==> src/rtl/game_state_ctrl_if.sv <==
// Game state controller bus: frame/start/collision inputs and the game status outputs.
// The master side (top level or bench) drives the inputs; the controller uses the slave side.
interface game_state_ctrl_if;
  logic        frame_tick;
  logic        start_btn;
  logic        collision;
  logic [1:0]  state;
  logic        game_run;
  logic        hit_flash;
  logic        invuln;
  logic [1:0]  lives;
  logic [13:0] score;
  logic [13:0] hi_score;

  modport master (
    output frame_tick, start_btn, collision,
    input  state, game_run, hit_flash, invuln, lives, score, hi_score
  );

  modport slave (
    input  frame_tick, start_btn, collision,
    output state, game_run, hit_flash, invuln, lives, score, hi_score
  );
endinterface

==> src/rtl/game_state_ctrl.sv <==
// Game state controller: IDLE/RUN/HIT/OVER sequencing, score and hi-score keeping,
// lives, hit flashing and post-hit invulnerability.
// Optional feature macro GAME_MULTI_LIFE_EN: when defined, lives/HIT/invulnerability are
// active; when undefined, any accepted collision ends the game immediately.
module game_state_ctrl #(
  parameter int unsigned LIVES_INIT    = 3,
  parameter int unsigned FLASH_FRAMES  = 60,
  parameter int unsigned INVULN_FRAMES = 90,
  parameter int unsigned SCORE_DIV     = 6
) (
  input logic              clk,
  input logic              rst_n,
  game_state_ctrl_if.slave gs
);

  localparam int unsigned DivW   = ($clog2(SCORE_DIV + 1) > 1) ? $clog2(SCORE_DIV + 1) : 1;
  localparam int unsigned FlashW = ($clog2(FLASH_FRAMES + 1) > 3) ? $clog2(FLASH_FRAMES + 1) : 3;
  // At least 4 bits so bit 3 always exists for the blink pattern
  localparam int unsigned InvW   = ($clog2(INVULN_FRAMES + 1) > 4) ? $clog2(INVULN_FRAMES + 1) : 4;
  localparam logic [13:0] ScoreMax = 14'd9999;

`ifdef GAME_MULTI_LIFE_EN
  localparam logic [1:0] LivesStart = 2'(LIVES_INIT);
`else
  localparam logic [1:0] LivesStart = 2'd1;
`endif

  typedef enum logic [1:0] {
    StIdle = 2'd0,
    StRun  = 2'd1,
    StHit  = 2'd2,
    StOver = 2'd3
  } state_e;

  state_e            state_q, state_d;
  logic [13:0]       score_q, score_d;
  logic [13:0]       hi_q, hi_d;
  logic [1:0]        lives_q, lives_d;
  logic [DivW-1:0]   div_q, div_d;
  logic [InvW-1:0]   inv_q, inv_d;
  logic [FlashW-1:0] flash_cnt_q, flash_cnt_d;
  logic [FlashW-1:0] flash_cnt_inc;
  logic              blink_q, blink_d;
  logic              start_q;
  logic              start_arm_q, start_arm_d;
  logic              start_edge;
  logic              hit_ok;
  logic              go_over;
  logic              game_run_q, game_run_d;
  logic              hit_flash_q, hit_flash_d;
  logic              invuln_q, invuln_d;

  // A start level held through reset must not count as an edge: edges are only armed
  // after start_btn has been seen low at least once since reset.
  assign start_arm_d   = start_arm_q | ~gs.start_btn;
  assign start_edge    = gs.start_btn & ~start_q & start_arm_q;
  assign flash_cnt_inc = flash_cnt_q + FlashW'(1);
  assign hit_ok        = gs.frame_tick & gs.collision & (inv_q == '0);

  // State and datapath registers, all cleared asynchronously.
  always_ff @(posedge clk or negedge rst_n) begin
    if (!rst_n) begin
      state_q     <= StIdle;
      score_q     <= '0;
      hi_q        <= '0;
      lives_q     <= '0;
      div_q       <= '0;
      inv_q       <= '0;
      flash_cnt_q <= '0;
      blink_q     <= 1'b0;
      start_q     <= 1'b0;
      start_arm_q <= 1'b0;
      game_run_q  <= 1'b0;
      hit_flash_q <= 1'b0;
      invuln_q    <= 1'b0;
    end else begin
      state_q     <= state_d;
      score_q     <= score_d;
      hi_q        <= hi_d;
      lives_q     <= lives_d;
      div_q       <= div_d;
      inv_q       <= inv_d;
      flash_cnt_q <= flash_cnt_d;
      blink_q     <= blink_d;
      start_q     <= gs.start_btn;
      start_arm_q <= start_arm_d;
      game_run_q  <= game_run_d;
      hit_flash_q <= hit_flash_d;
      invuln_q    <= invuln_d;
    end
  end

  // Next-state and datapath update.
  always_comb begin
    state_d     = state_q;
    score_d     = score_q;
    hi_d        = hi_q;
    lives_d     = lives_q;
    div_d       = div_q;
    inv_d       = inv_q;
    flash_cnt_d = flash_cnt_q;
    blink_d     = blink_q;
    go_over     = 1'b0;

    unique case (state_q)
      StIdle, StOver: begin
        if (start_edge) begin
          state_d = StRun;
          score_d = '0;
          div_d   = '0;
          inv_d   = '0;
          lives_d = LivesStart;
        end
      end

      StRun: begin
        if (gs.frame_tick) begin
          // Score advances even on the tick that loses a life
          if (div_q == DivW'(SCORE_DIV - 1)) begin
            div_d = '0;
            if (score_q != ScoreMax) score_d = score_q + 14'd1;
          end else begin
            div_d = div_q + DivW'(1);
          end
          if (inv_q != '0) inv_d = inv_q - InvW'(1);
          if (hit_ok) begin
`ifdef GAME_MULTI_LIFE_EN
            lives_d = lives_q - 2'd1;
            if (lives_q <= 2'd1) begin
              lives_d = 2'd0;
              go_over = 1'b1;
            end else begin
              state_d     = StHit;
              flash_cnt_d = '0;
              blink_d     = 1'b1;
            end
`else
            lives_d = 2'd0;
            go_over = 1'b1;
`endif
          end
          if (go_over) begin
            state_d = StOver;
            // Compare against the score including this tick's increment
            if (score_d > hi_q) hi_d = score_d;
          end
        end
      end

      StHit: begin
        if (gs.frame_tick) begin
          if (flash_cnt_inc == FlashW'(FLASH_FRAMES)) begin
            state_d     = StRun;
            flash_cnt_d = '0;
            inv_d       = InvW'(INVULN_FRAMES);
          end else begin
            flash_cnt_d = flash_cnt_inc;
            if (flash_cnt_inc[2:0] == 3'd0) blink_d = ~blink_q;
          end
        end
      end

      default: state_d = StIdle;
    endcase
  end

  // Registered output values derived from the upcoming state.
  always_comb begin
    game_run_d  = (state_d == StRun);
    invuln_d    = (inv_d != '0);
    hit_flash_d = 1'b0;
    unique case (state_d)
      StRun:   hit_flash_d = (inv_d != '0) ? inv_d[3] : 1'b0;
      StHit:   hit_flash_d = blink_d;
      default: hit_flash_d = 1'b0;
    endcase
  end

  assign gs.state     = state_q;
  assign gs.game_run  = game_run_q;
  assign gs.hit_flash = hit_flash_q;
  assign gs.invuln    = invuln_q;
  assign gs.lives     = lives_q;
  assign gs.score     = score_q;
  assign gs.hi_score  = hi_q;

endmodule

==> src/flat_wrapper.sv <==
// flat-port wrapper written by rule: the top's interface ports become plain ports
module game_state_ctrl_flat 
#(
  parameter int unsigned LIVES_INIT    = 3,
  parameter int unsigned FLASH_FRAMES  = 60,
  parameter int unsigned INVULN_FRAMES = 90,
  parameter int unsigned SCORE_DIV     = 6
)
  (clk, rst_n, gs_frame_tick, gs_start_btn, gs_collision, gs_state, gs_game_run, gs_hit_flash, gs_invuln, gs_lives, gs_score, gs_hi_score);
  game_state_ctrl_if gs_i ();
  input logic clk;
  input logic rst_n;
  input wire logic [$bits(gs_i.frame_tick)-1:0] gs_frame_tick;
  input wire logic [$bits(gs_i.start_btn)-1:0] gs_start_btn;
  input wire logic [$bits(gs_i.collision)-1:0] gs_collision;
  output wire logic [$bits(gs_i.state)-1:0] gs_state;
  output wire logic [$bits(gs_i.game_run)-1:0] gs_game_run;
  output wire logic [$bits(gs_i.hit_flash)-1:0] gs_hit_flash;
  output wire logic [$bits(gs_i.invuln)-1:0] gs_invuln;
  output wire logic [$bits(gs_i.lives)-1:0] gs_lives;
  output wire logic [$bits(gs_i.score)-1:0] gs_score;
  output wire logic [$bits(gs_i.hi_score)-1:0] gs_hi_score;
  assign gs_i.frame_tick = gs_frame_tick;
  assign gs_i.start_btn = gs_start_btn;
  assign gs_i.collision = gs_collision;
  assign gs_state = gs_i.state;
  assign gs_game_run = gs_i.game_run;
  assign gs_hit_flash = gs_i.hit_flash;
  assign gs_invuln = gs_i.invuln;
  assign gs_lives = gs_i.lives;
  assign gs_score = gs_i.score;
  assign gs_hi_score = gs_i.hi_score;
  game_state_ctrl #(.LIVES_INIT(LIVES_INIT), .FLASH_FRAMES(FLASH_FRAMES), .INVULN_FRAMES(INVULN_FRAMES), .SCORE_DIV(SCORE_DIV)) u_core (.clk(clk), .rst_n(rst_n), .gs(gs_i));
endmodule
==> config.mk <==
export PLATFORM = sky130hd
export DESIGN_NAME = game_state_ctrl_flat
export DESIGN_NICKNAME = d
export VERILOG_FILES = /design/src/rtl/game_state_ctrl_if.sv /design/src/rtl/game_state_ctrl.sv /design/src/flat_wrapper.sv
export SDC_FILE = /design/constraint.sdc
export NUM_CORES = 1
export LEC_CHECK = 0
export ABC_AREA = 1
export ABC_CLOCK_PERIOD_IN_PS = 3200
export CAP_MARGIN = 30
export CORE_MARGIN = 2
export CORE_UTILIZATION = 56
export CTS_CLUSTER_DIAMETER = 200
export DETAILED_ROUTE_END_ITERATION = 8
export PLACE_DENSITY = 0.8
export SLEW_MARGIN = 20
export SYNTH_ARGS = -nofsm -noshare
export SYNTH_HDL_FRONTEND = slang
export SYNTH_SLANG_ARGS = --single-unit
export TNS_END_PERCENT = 10
==> constraint.sdc <==
create_clock -name clk -period 3.2 [get_ports clk]
set_clock_uncertainty 0.15 [all_clocks]
set_input_delay 0.64 -clock clk [delete_from_list [all_inputs] [get_ports clk]]
set_output_delay 0.64 -clock clk [all_outputs]
set_load 0.01 [all_outputs]
# Word-level counts from Yosys, hierarchy flattened
# Index checks and enable logic that the tools add are counted.
[totals]
register_bits = 54
input_bits = 5
out_inout_bits = 35
wordCells = 85
[classes]
addsub = 4
magnitude_cmp = 1
eq_ne = 11
mux = 37
n_bitwise = 8
reduce_logical = 11
[ops]
columns = ["operator", "count"]
rows = [
  ["14-bit 2-to-1 mux", 6],
  ["7-bit 2-to-1 mux", 5],
  ["14-bit case mux with 2 select lines", 1],
  ["7-bit case mux with 3 select lines", 1],
  ["2-bit 2-to-1 mux", 8],
  ["14-bit by 1-bit adder with 14-bit output (second input constant)", 1],
  ["14-bit greater-than comparator", 1],
  ["14-bit != test (second input constant)", 1],
  ["7-bit nonzero test", 2],
  ["3-bit 2-to-1 mux", 3],
  ["1-bit 2-to-1 mux", 8],
  ["4-bit AND reduction", 2],
  ["7-bit logical NOT", 1],
  ["7-bit by 1-bit subtractor with 7-bit output (second input constant)", 1],
  ["6-bit by 1-bit adder with 6-bit output (second input constant)", 1],
  ["2-bit equality test (second input constant)", 3],
  ["6-bit equality test (second input constant)", 1],
  ["6-bit 2-to-1 mux", 1],
  ["2-bit case mux with 3 select lines", 1],
  ["3-bit case mux with 2 select lines", 1],
  ["1-bit AND", 4],
  ["2-bit by 1-bit equality test with 1-bit output (second input constant)", 2],
  ["2-bit by 1-bit != test with 1-bit output (second input constant)", 2],
  ["2-bit case mux with 2 select lines", 1],
  ["other kinds (12)", 14],
]

# Longest topological paths before layout
# Gate-level depths: netlist of the first run.
[depth]
word_depth = 10
mapped_depth = 21
ltp_nobuf = 20

# Worst setup path before layout of the first run
# Ideal clock, no wire load.
[synth_path]
kind = "flip-flop to flip-flop"
start = "register u_core.score_q[0] (netlist: u_core.gs.score[0])"
end = "register u_core.hi_q[13] (netlist: u_core.gs.hi_score[13])"
setup_ns = 0.126
t_arrival_ns = 2.682
required_time_ns = 2.924
path_slack_ns = 0.243
stages_incl_launch_ff = 17
n_path_buf = 1
period_less_slack_ns = 2.957
cell_sequence = "dfrtp_1 nand3_1 or2_2 nor3_1 nand3_1 nor2_1 xor2_1 inv_1 ha_1 nand3_1 nor3b_1 nand2_1 nand4_1 nand2_2 buf_6 nand2_1 o21ai_2"
[synth_between]
elab_chain_len = 7
elab_cells_between_ends = 8
cone_classes = "1 x add/sub; 1 x order compare; 1 x eq/ne; 4 x mux; 1 x reduce/logical"
[synth_lines]
columns = ["element", "line_no", "source"]
rows = [
  ["start: declaration", "game_state_ctrl.sv:36", "logic [13:0] score_q, score_d;"],
  ["start signal: assignment", "game_state_ctrl.sv:78", "score_q <= score_d;"],
  ["14-bit by 1-bit adder with 14-bit output / 14-bit != test (equally long branches)", "game_state_ctrl.sv:121", "if (score_q != ScoreMax) score_d = score_q + 14'd1;"],
  ["14-bit 2-to-1 mux", "game_state_ctrl.sv:121", ""],
  ["14-bit 2-to-1 mux (*)", "game_state_ctrl.sv:119", "if (div_q == DivW'(SCORE_DIV - 1)) begin"],
  ["14-bit 2-to-1 mux (*)", "game_state_ctrl.sv:117", "if (gs.frame_tick) begin"],
  ["14-bit 2-to-1 mux (*)", "game_state_ctrl.sv:105", "unique case (state_q)"],
  ["14-bit greater-than comparator", "game_state_ctrl.sv:145", "if (score_d > hi_q) hi_d = score_d;"],
  ["4-bit AND reduction (no source line)", "--", ""],
  ["end signal: assignment", "game_state_ctrl.sv:79", "hi_q <= hi_d;"],
  ["end: declaration", "game_state_ctrl.sv:37", "logic [13:0] hi_q, hi_d;"],
]
# Every way passes the cells marked *; elsewhere a longest branch is shown, timed or not. The select of a mux whose other input is x is not followed.
# A chain may end at the register's enable or synchronous reset.

# Worst setup path in the final report of the first run
[layout_path]
start = "register u_core.score_q[0] (netlist: u_core.gs.score[0])"
end = "register u_core.hi_q[6] (netlist: u_core.gs.hi_score[6])"
# The elaborated chain is that of the path after synthesis.

==> reports/results.ini, run 1 <==
[critical_path]
worstPathRequired_ns = 3.24
startpoint_type = flop
cp-end-kind = flop
path_class = reg -> reg
path_max_fanout = 6
arrival_ns = 3.17

[cells_and_area]
num_antenna_cells = 0
fin_nets = 529
n_fill_cell = 461
regArea_um2 = 1330
post-route-util = 0.723
fin_area_um2 = 4200
synthToLayoutAreaGrowth_pct = 26.9
multi_input_area_um2 = 1740
layoutNonFillerInstCount = 577
drive_gt1_frac = 0.171

[synthesis]
post-synth-top-count-cell = nand2_1
ys_seq_elements = 53
syn_area_um2 = 3310
synth_edf_count = 0
synth_warnings = 0
avgSynthCellArea_um2 = 7.71
synth_cells = 430
ys_async_sr_fraction = 1.00
yosysSeqAreaShare = 0.400
yosysTopAreaCell = dfrtp_1
synthDistinctLibCells = 35
yosys-top-cells-count = nand2_1 (100), inv_1 (76), dfrtp_1 (53)
synth_top_cell_area_share = 0.400
ys.flop_type = dfrtp_1
synth_nets = 458
synth_area_leaders = dfrtp_1 (40%), nand2_1 (11%), ha_1 (8.7%)

[grt]
grt_pass1_vias = 2935
grt_pass1_wl_um = 12700
grt_use_total = 0.246
grt_max_degree = 41
antenna_found_initial = 0
overflow = 0

[power]
powerDensity_nw_per_um2 = 772
vdd_drop_max_mv = 0.657
p_leak_nw = 2.18

[cts]
cts_htree_levels = 2
clock-sinks = 53
cts_made_buffers = 5
cts_tree = built
clkSlewWorstSetupHoldPaths_ns = 0.10
clockBufferDepth = 2
cts-root-buf = clkbuf_8
clock_latency_ns = 0.31
cts.hold.buffers_added = 0

[run]
maxCapViolations = 0

[routing]
wl_per_cell_um = 13.8
route.detailed.drc = 0
ant_nets = 0
via_per_inst = 5.37
drt-pass1-iter-count = 6
num_vias = 3096
drtIter0Drc = 297
wl_um = 7970

[floorplanning]
io_pins = 40
die_w_um = 80.9
fp.dieH_um = 80.9
rows = 28
die_area_um2 = 6550
start_util = 0.570
core_um2 = 5820

[sta]
slew_viol_final = 0
fmax_mhz = 320
final-hold-violation-count = 0
period_minus_slack_ns = 3.13
finalHoldWorstSlack_ns = 0.0489
setup_violations = 0
period_share = 0.977

[outcome]
outcome = completed

[place]
port_buffers = 38
place_hpwl_um = 5800
gp_congestion = 0.916
place_area_um2 = 3920
dp_cells = 559

[hold_path]
min-delay-path-class = in -> async

[worst max-delay path, stage by stage, from the launching register on]
cell and delay, ns:
dfrtp_1 0.40, buf_4 0.13, nand3_2 0.08, or2_4 0.26, nor3_4 0.20, nand3_1 0.09, nor2_1 0.15, xor2_1 0.24
inv_1 0.13, ha_4 0.30, nand3_2 0.10, nor3b_2 0.18, nand2_1 0.06, nand4_1 0.11, nand2_4 0.11, buf_4 0.19
nand2_2 0.06, o21ai_2 0.05
[registers in the layout, summed over array words and instances (netlist names)]
signal,cells
u_core.blink_q,1
u_core.div_q,3
u_core.flash_cnt_q,6
u_core.gs.game_run,1
u_core.gs.hi_score,14
u_core.gs.hit_flash,1
u_core.gs.invuln,1
u_core.gs.lives,1
u_core.gs.score,14
u_core.gs.state,2
u_core.inv_q,7
u_core.start_arm_q,1
u_core.start_q,1
[cell families after synthesis]
kind of cell / synth area share
AND/OR/NAND/NOR: 0.251
adder cells (fa/ha/maj): 0.0869
buffers and inverters: 0.106
other: 0.00113
flip-flops: 0.400
XOR/XNOR: 0.0423
AO/OA/AOI/OAI: 0.113
[power breakdown]
group / switching (mW) / total, mW / internal (mW)
Combinational: 1.14 / 1.89 / 0.754
Sequential: 0.126 / 0.974 / 0.849
Clock: 0.227 / 0.379 / 0.152
Total: 1.49 / 3.25 / 1.75
[final cells by class]
type / count / area share
multi-input combinational: 290 / 0.413
sequential: 53 / 0.315
timing repair buffer: 72 / 0.158
inverter: 79 / 0.0705
tap: 75 / 0.0223
clock buffer: 5 / 0.0164
clock inverter: 3 / 0.00417
[placed cells by master (no fill, tap or decap), types with 2 or more instances in the layout]
cell type	netlist	final
a21oi_1	10	10
clkbuf_8	0	5
o21ai_0	16	16
nor3_2	0	2
nand3_2	0	2
ha_4	0	2
nand3_1	29	27
inv_1	76	74
nor2_2	0	3
a31oi_1	2	2
o22ai_1	12	12
nor2_4	1	2
ha_1	23	21
nand2_1	100	98
clkinv_2	0	2
o21ai_2	11	11
nor3_1	6	3
inv_2	3	5
clkdlybuf4s50_1	0	37
xor2_1	14	14
nand2_2	5	5
nand2_4	2	4
xnor2_1	2	2
dfrtp_1	53	53
nand4_1	6	6
buf_4	2	31
nor2_1	39	35
[what timing repair did]
action                     CTS  global route
gates resized for setup      1            25
setup endpoints to repair   14            14
gates cloned                 0             1
buffers inserted             0             9
pin swaps                    0            13
[metal layers]
layer	track usage	vias up	wire (µm)
met5	0	-	0
met4	0.100	0	197
met3	0.0322	23	363
met2	0.445	110	4100
met1	0.295	1459	3310
li1	-	1504	-
[path summary, 6_finish.rpt]
path	end	from	cells past startpoint	slack (ns)
max in group asynchronous	u_core.gs.score[2]$_DFFE_PN0P_	rst_n	2	2.06
worst min-delay path	u_core.gs.score[13]$_DFFE_PN0P_	rst_n	1	0.05
worst max register to register	u_core.gs.hi_score[6]$_DFFE_PN0P_	u_core.gs.score[0]$_DFFE_PN0P_	17	0.07
worst min register to register	u_core.start_arm_q$_DFF_PN0_	u_core.start_arm_q$_DFF_PN0_	2	0.30
worst max-delay path	u_core.gs.hi_score[6]$_DFFE_PN0P_	u_core.gs.score[0]$_DFFE_PN0P_	17	0.07
min in group clk	u_core.start_arm_q$_DFF_PN0_	u_core.start_arm_q$_DFF_PN0_	2	0.30
[per-stage QoR]
stage                     setup TNS [ns]  power (mW)  setup WS (ns)
after floorplan                        0        2.16          0.243
after global routing              -0.423        3.53        -0.0609
final                                  0        3.25         0.0726
after global placement                 0        2.68          0.130
after CTS                              0        3.12         0.0449
after detailed placement               0        2.74         0.0161
No activity file was read; power rests on OpenSTA's default activity.
==> inputs of run 2 (changes only) <==
--- a/config.mk
+++ b/config.mk
@@ -11,8 +11,10 @@
 export CORE_MARGIN = 2
 export CORE_UTILIZATION = 56
 export CTS_CLUSTER_DIAMETER = 200
+export CTS_CLUSTER_SIZE = 30
 export DETAILED_ROUTE_END_ITERATION = 8
 export PLACE_DENSITY = 0.8
+export RECOVER_POWER = 25
 export SLEW_MARGIN = 20
 export SYNTH_ARGS = -nofsm -noshare
 export SYNTH_HDL_FRONTEND = slang
==> run 2 against run 1 <==
Net effect:
- wire length is 0.25% higher
- final area hardly changed
- critical endpoint unchanged
- critical path type unchanged
- maximum frequency hardly changed
- register-to-register slack hardly changed
- largest cell class unchanged
- highest routed layer unchanged
- setup slack worse by 0.0017 ns
==> reports/results.ini, run 2 (same netlist as run 1, synthesis figures left out) <==
[critical_path]
rrSetupSlack_ns = 0.07  ; about the same
startpoint_type = flop
startpoint = u_core.gs.score[0]$_DFFE_PN0P_
cp-end-kind = flop
path_max_fanout = 6  ; unchanged
arrival_ns = 3.17  ; about the same
path_class = reg -> reg
r2r-start = u_core.gs.score[0]$_DFFE_PN0P_
worstPathRequired_ns = 3.25  ; about the same
r2r-end = u_core.gs.hi_score[6]$_DFFE_PN0P_
reg2reg_depth = 17  ; unchanged

[routing]
via_per_inst = 5.39  ; +0.45%
drtIter0Drc = 293  ; -1.3%
wl_per_cell_um = 13.8  ; +0.25%
ant_nets = 0  ; unchanged
wl_um = 7990  ; +0.25%
route.detailed.drc = 0  ; unchanged
drt-pass1-iter-count = 5  ; -1
num_vias = 3110  ; +0.45%

[sta]
finalHoldWorstSlack_ns = 0.193  ; +0.144 ns
period_share = 0.978  ; about the same
period_minus_slack_ns = 3.13  ; +0.00174 ns
slew_viol_final = 0  ; unchanged
fmax_mhz = 320  ; about the same
tightestPinTransition_ns = 0.969
worst_slack_ns = 0.0708  ; -0.00174 ns
setup_violations = 0  ; unchanged
tns_ns = 0  ; unchanged
relSlewSlack = 0.354
final-hold-violation-count = 0  ; unchanged

[cts]
clock-sinks = 53  ; unchanged
clock_latency_ns = 0.31  ; about the same
cts_htree_levels = 2  ; unchanged
clkSlewWorstSetupHoldPaths_ns = 0.10  ; about the same
cts_tree = built
clockBufferDepth = 2  ; unchanged
cts-root-buf = clkbuf_8
cts_made_buffers = 5  ; unchanged

[power]
p_leak_nw = 2.17  ; -0.14%
powerDensity_nw_per_um2 = 773  ; +0.17%
finalPower_mw = 3.25  ; about the same
combinationalPowerShare = 0.583  ; about the same
p_seq_frac = 0.300  ; about the same
switching_share = 0.460  ; +0.000722
vdd_drop_max_mv = 0.657  ; about the same
p_clk_frac = 0.117  ; about the same
internal_power_mw = 1.75  ; about the same
power_switching_mw = 1.50  ; +0.24%

[floorplanning]
core_um2 = 5820  ; unchanged
rows = 28  ; unchanged
io_pins = 40  ; unchanged
start_util = 0.570  ; unchanged
fp.dieH_um = 80.9  ; unchanged
die_area_um2 = 6550  ; unchanged
die_w_um = 80.9  ; unchanged

[cells_and_area]
layout_common_cells = nand2_1 (98), inv_1 (74), dfrtp_1 (53)
drive_gt1_frac = 0.169  ; -0.00199
num_antenna_cells = 0  ; unchanged
fin_nets = 529  ; unchanged
layoutNonFillerInstCount = 577  ; unchanged
synthToLayoutAreaGrowth_pct = 26.8  ; about the same
final_common_cell = nand2_1

[grt]
grt_pass1_wl_um = 12700  ; unchanged
grt_max_degree = 41  ; unchanged
antenna_found_initial = 0  ; unchanged
overflow = 0  ; unchanged
grt_use_total = 0.246  ; unchanged
grt_pass1_vias = 2935  ; unchanged

[place]
dp_slack_ns = 0.0161  ; unchanged
place_hpwl_um = 5800  ; unchanged
port_buffers = 38  ; unchanged
dp_cells = 559  ; unchanged
gp_congestion = 0.916  ; unchanged

[run]
maxCapViolations = 0  ; unchanged

[outcome]
outcome = completed

[hold_path]
min-delay-path-class = in -> async

## run 2: changes by cell type in the layout (fill, tap and decap cells not counted)
cell,before,now
buf_2,1,0
buf_4,31,30
clkbuf_1,0,1
clkbuf_2,0,1
clkdlybuf4s50_1,37,36
dlygate4sd3_1,0,1
## run 2: layout make-up
cell class              count  area, µm²
multi-input cells         290       1740
flip-flops and latches     53       1330
fillers                   463       1620
inverters                  79        297
well taps                  75       93.8
clock buffers               5       68.8
repair buffers             72        661
clock inverters             3       17.5
## run 2: what timing repair did
action	in CTS	in global routing
pin swaps	0	13
endpoints found under the setup margin	14	14
resized for setup	1	25
setup buffers	0	9
cloned	0	1
hold buffers	0	0
## run 2: layer usage
metal | track usage | up-vias | part of all wire
li1 | - | 1505 | -
met1 | 0.295 | 1467 | 0.41
met2 | 0.445 | 115 | 0.51
met3 | 0.0322 | 23 | 0.051
met4 | 0.100 | 0 | 0.025
met5 | 0 | - | 0
## run 2: power by group through the flow
stage	sequential [mW]	clock (mW)	combinational (mW)
2_1_floorplan	1.01	0	1.15
3_3_place_gp	0.982	0	1.70
6_report	0.975	0.379	1.90
3_5_place_dp	0.988	0	1.75
5_1_grt	0.998	0.418	2.11
4_1_cts	0.975	0.386	1.76
## run 2: worst max-delay path by stage
stage | endpoint | depth (start not counted)
2_1_floorplan | u_core.gs.hi_score[13]$_DFFE_PN0P_ | 16
5_1_grt | u_core.gs.hi_score[6]$_DFFE_PN0P_ | 17
6_report | u_core.gs.hi_score[6]$_DFFE_PN0P_ | 17
4_1_cts | u_core.gs.hi_score[9]$_DFFE_PN0P_ | 18
3_5_place_dp | u_core.gs.hi_score[9]$_DFFE_PN0P_ | 17
3_3_place_gp | u_core.gs.hi_score[9]$_DFFE_PN0P_ | 14
## run 2: through the flow
step / area [µm²] / utilization
2_1_floorplan: 3310 / -
3_3_place_gp: 3920 / 0.674
3_5_place_dp: 3920 / 0.674
4_1_cts: 4010 / 0.690
5_1_grt: 4200 / 0.722
6_report: 4200 / 0.722
## run 2: worst max-delay path: stages (launching register included)
cell     delay [ns]
dfrtp_1        0.40
buf_4          0.13
nand3_2        0.08
or2_4          0.26
nor3_4         0.20
nand3_1        0.09
nor2_1         0.15
xor2_1         0.24
inv_1          0.13
ha_4           0.30
nand3_2        0.10
nor3b_2        0.19
nand2_1        0.06
nand4_1        0.12
nand2_4        0.11
buf_4          0.19
nand2_2        0.06
o21ai_2        0.05
